==> config.mk <==
export PLATFORM = sky130hd
export DESIGN_NAME = imm_ext_arbiter
export DESIGN_NICKNAME = d
export VERILOG_FILES = /design/src/rtl/imm_ext_arbiter.sv
export SDC_FILE = /design/constraint.sdc
export NUM_CORES = 1
export LEC_CHECK = 0
export CAP_MARGIN = 20
export CORE_AREA = 2 2 99 101
export CTS_BUF_LIST = sky130_fd_sc_hd__clkbuf_4 sky130_fd_sc_hd__clkbuf_8 sky130_fd_sc_hd__clkbuf_16
export CTS_CLUSTER_SIZE = 10
export DETAILED_ROUTE_END_ITERATION = 10
export DIE_AREA = 0 0 101 103
export GPL_ROUTABILITY_DRIVEN = 0
export HOLD_SLACK_MARGIN = 0.15
export PLACE_DENSITY = 0.68
export RECOVER_POWER = 100
export SYNTH_ARGS = -nofsm -noshare
export SYNTH_HDL_FRONTEND = slang
export SYNTH_SLANG_ARGS = --single-unit
==> constraint.sdc <==
create_clock -name Clk -period 1.6 [get_ports Clk]
set_clock_uncertainty 0.05 [all_clocks]
set_input_delay 0.48 -clock Clk [delete_from_list [all_inputs] [get_ports Clk]]
set_output_delay 0.48 -clock Clk [all_outputs]
set_load 0.02 [all_outputs]
==> src/rtl/imm_ext_arbiter.sv <==
// Two-port arbiter in front of one registered immediate-extension unit.
// Each granted request takes one EXT cycle; results return on the winner's port only.
module imm_ext_arbiter #(
   parameter bit FAIR    = 1'b1,
   parameter bit FIRST_A = 1'b1
) (
   input  logic        Clk,
   input  logic        Rst_n,
   input  logic        ReqA,
   input  logic [15:0] ImmA,
   input  logic [1:0]  ModeA,
   input  logic        ReqB,
   input  logic [15:0] ImmB,
   input  logic [1:0]  ModeB,
   output logic        GntA,
   output logic        GntB,
   output logic [31:0] OutA,
   output logic        OutValidA,
   output logic [31:0] OutB,
   output logic        OutValidB,
   output logic        Busy
);

   localparam logic StIdle = 1'b0;
   localparam logic StExt  = 1'b1;

   logic        state_q, state_d;
   logic [15:0] op_imm_q, op_imm_d;
   logic [1:0]  op_mode_q, op_mode_d;
   logic        op_b_q, op_b_d;
   logic        prefer_a_q, prefer_a_d;
   logic        gnt_a_q, gnt_a_d;
   logic        gnt_b_q, gnt_b_d;
   logic        vld_a_q, vld_a_d;
   logic        vld_b_q, vld_b_d;
   logic [31:0] out_a_q, out_a_d;
   logic [31:0] out_b_q, out_b_d;

   logic        win_b;
   logic        sign;
   logic [31:0] ext_res;

   // B wins only when A is idle, or on a tie when fair and A had the last grant.
   assign win_b = ReqB & (~ReqA | (FAIR & ~prefer_a_q));

   assign sign = op_imm_q[15];

   always_comb begin
      ext_res = 32'h0;
      unique case (op_mode_q)
         2'b00: ext_res = {16'h0000, op_imm_q};
         2'b01: ext_res = {{16{sign}}, op_imm_q};
         2'b10: ext_res = {op_imm_q, 16'h0000};
         2'b11: ext_res = {{14{sign}}, op_imm_q, 2'b00};
         default: ext_res = 32'h0;
      endcase
   end

   always_comb begin
      state_d    = state_q;
      op_imm_d   = op_imm_q;
      op_mode_d  = op_mode_q;
      op_b_d     = op_b_q;
      prefer_a_d = prefer_a_q;
      out_a_d    = out_a_q;
      out_b_d    = out_b_q;
      gnt_a_d    = 1'b0;
      gnt_b_d    = 1'b0;
      vld_a_d    = 1'b0;
      vld_b_d    = 1'b0;
      unique case (state_q)
         StIdle: begin
            if (ReqA | ReqB) begin
               op_imm_d   = win_b ? ImmB : ImmA;
               op_mode_d  = win_b ? ModeB : ModeA;
               op_b_d     = win_b;
               gnt_a_d    = ~win_b;
               gnt_b_d    = win_b;
               prefer_a_d = win_b;
               state_d    = StExt;
            end
         end
         StExt: begin
            if (op_b_q) begin
               out_b_d = ext_res;
               vld_b_d = 1'b1;
            end else begin
               out_a_d = ext_res;
               vld_a_d = 1'b1;
            end
            state_d = StIdle;
         end
         default: state_d = StIdle;
      endcase
   end

   always_ff @(posedge Clk or negedge Rst_n) begin
      if (!Rst_n) begin
         state_q    <= StIdle;
         op_imm_q   <= 16'h0;
         op_mode_q  <= 2'b00;
         op_b_q     <= 1'b0;
         prefer_a_q <= FIRST_A;
         gnt_a_q    <= 1'b0;
         gnt_b_q    <= 1'b0;
         vld_a_q    <= 1'b0;
         vld_b_q    <= 1'b0;
         out_a_q    <= 32'h0;
         out_b_q    <= 32'h0;
      end else begin
         state_q    <= state_d;
         op_imm_q   <= op_imm_d;
         op_mode_q  <= op_mode_d;
         op_b_q     <= op_b_d;
         prefer_a_q <= prefer_a_d;
         gnt_a_q    <= gnt_a_d;
         gnt_b_q    <= gnt_b_d;
         vld_a_q    <= vld_a_d;
         vld_b_q    <= vld_b_d;
         out_a_q    <= out_a_d;
         out_b_q    <= out_b_d;
      end
   end

   assign GntA      = gnt_a_q;
   assign GntB      = gnt_b_q;
   assign OutA      = out_a_q;
   assign OutB      = out_b_q;
   assign OutValidA = vld_a_q;
   assign OutValidB = vld_b_q;
   assign Busy      = (state_q == StExt);

endmodule
==> qor.txt <==
status: completed
area of placed instances: 4880 µm²
Routed Antenna Nets: 0
final cell area excluding filler cells: 4860 µm²
top-level I/O count: 109
Die Y: 103 µm
CP cell instances: clkdlybuf4s15_1
crit path time final: 1.58 ns
Final Hold Fails: 0
Yosys top cell area share: 0.606
FP Rows: 36
Post-synth EDFFs: 0
synth cell count leaders: dfrtp_1, nand2_1, o21ai_0
Synth Net Count: 408
Warnings, synthesis: 0
die width: 101 µm
drt initial violations: 137
Post-Syn Area: 3630 µm²
vias in the first global route: 2832
clk sinks: 89
VDD IR max: 478 µV
Congestion Overflow GR: 0
DR DRC count: 0
Antenna diodes: 0
initial antenna violation count: 0
Via density: 5.05
Filler cells: 931
clock transition at the registers of the reported paths: 0.09 ns
worst hold path type: reg -> reg
final WL: 9170 µm
Cells after DPL: 579
post-place setup slack: -0.411 ns
via count: 3019
Slew @ Worst Pin: 0.771 ns
H-tree levels: 3
area of the multi-input gates: 1270 µm²
critical path class: reg -> out
CP max-delay cell: dfrtp_1
Root Driver: clkbuf_8
most area-consuming cells after synthesis: dfrtp_1, o21ai_0, nand2_1
Area Overhead vs Synth: 33.9%
most numerous cell in the Yosys netlist: dfrtp_1
Finished Layout Cells: 598
unrepaired setup endpoints after global routing: no
nets: 520
IO Port Bufs: 108
Synth Flop Type: dfrtp_1
CP top delay family: flip-flops
Final Total Pwr: 8.64 mW
worst path required time: 1.07 ns
Post-Syn Instances: 368
CP startpoint kind: flip-flop
Initial Util: 0.384
first-pass GRT wire length: 14200 µm
pin count of the biggest net entering global routing: 90
core box area: 9460 µm²
clk_lat worst skew: 0.36 ns
ratio of cells with drive above 1 in the final layout: 0.124
Reg area: 2230 µm²
critical path capture point type: output pin
Util after Layout: 0.514
dpl hpwl: 6710 µm
CTS tree: done
Syn Area/Cell: 9.87 µm²
clock tree buffer depth: 2
Seq/Total Area, Yosys: 0.614
pwr/cell area: 1780 nW/µm²
Synth cell types: 25
Bufs and invs on worst path: 1
Worst path max stage delay: 0.39 ns
period utilisation layout: 0.985
maximum fanout along the worst path: 2
Die ar.: 10400 µm²
Pins Over Slew Limit: 0
drt pass-1 iters: 7
gr usage total: 0.178
Num CTS Buffers: 9
Final WS setup: 0.0234 ns
Leakage: 2.16 nW
Seq cells post-synth: 89
Synth async-reset ratio: 1.00
Slew Limit Headroom: 0.486
Synth area leader: dfrtp_1
routed len/inst: 15.3 µm
Max Cap Viol: 0
CP arrival: 1.05 ns
Max Freq: 634 MHz
Final setup viols: 0
[routing by layer]
metal / wire length (µm) / GRT usage
met3: 443 / 0.0251
met5: 0 / 0
met4: 180 / 0.0780
met1: 4180 / 0.248
met2: 4360 / 0.282
[cell type report]
type | instances | share of cell area
clock inverters | 6 | 0.00952
well taps | 114 | 0.0293
flip-flops and latches | 89 | 0.458
repair inverters | 1 | 0.00154
multi-input cells | 252 | 0.261
inverters | 3 | 0.00309
repair buffers | 124 | 0.212
clock buffers | 9 | 0.0255
[registers in the layout (all words and copies together) (netlist names)]
register / cells
Busy: 1
GntA: 1
GntB: 1
OutA: 32
OutB: 32
OutValidA: 1
OutValidB: 1
op_b_q: 1
op_imm_q: 16
op_mode_q: 2
prefer_a_q: 1
[final timing paths]
| kind | startpoint | end | slack (ns) | depth (start not counted) |
|---|---|---|---|---|
| worst max-delay path | OutB[15] | OutB[15] | 0.02 | 1 |
| worst min-delay path | OutA[28] | OutA[28] | 0.43 | 2 |
| worst max register to register | Busy | OutB[2] | 0.11 | 4 |
| worst min register to register | OutA[28] | OutA[28] | 0.43 | 2 |
| max in group asynchronous | Rst_n | OutB[13] | 0.19 | 3 |
| min in group asynchronous | Rst_n | OutA[5] | 0.76 | 3 |
[cell families (layout without fill, tap and decap cells)]
family / count (synthesis) / count (layout) / share of synthesized area
AO/OA/AOI/OAI: 129 / 129 / 0.196
buffers and inverters: 27 / 143 / 0.0372
flip-flops: 89 / 89 / 0.614
multiplexers: 1 / 1 / 0.00310
AND/OR/NAND/NOR: 122 / 122 / 0.150
[through the flow]
stage / setup TNS [ns] / hold WS (ns)
finish: 0 / 0.434
global route: 0 / 0.476
CTS: 0 / 0.439
detailed placement: -6.66 / 0.420
global placement: -5.55 / 0.413
floorplan: 0 / 0.134
[power breakdown]
part | leakage [nW] | switching, mW | internal (mW)
combinational | 0.972 | 2.22 | 1.30
clock | 0.0696 | 0.798 | 0.556
sequential | 1.11 | 0.619 | 3.15
total | 2.16 | 3.64 | 5.00
[cell usage in the layout (no fill, tap or decap), drive strengths merged, types with 2 or more instances in the layout]
master / n
and3: 6
a21boi: 2
nor2: 15
clkinvlp: 7
clkbuf: 48
nand2b: 5
dfrtp: 88
and2: 3
inv: 2
clkdlybuf4s15: 29
a31oi: 3
o21ai: 63
dlygate4sd2: 3
a21oi: 52
nor2b: 12
clkdlybuf4s50: 37
buf: 14
and2b: 5
a221o: 6
nand2: 76
[timing repair]
item,in CTS,in global routing
gates cloned,0,1
resized for setup,154,41
setup buffers,0,2
pin swaps,0,2
setup endpoints to repair,74,49
hold endpoints to repair,88,0
hold buffers,1,0
(Power assumes the default switching activity.)
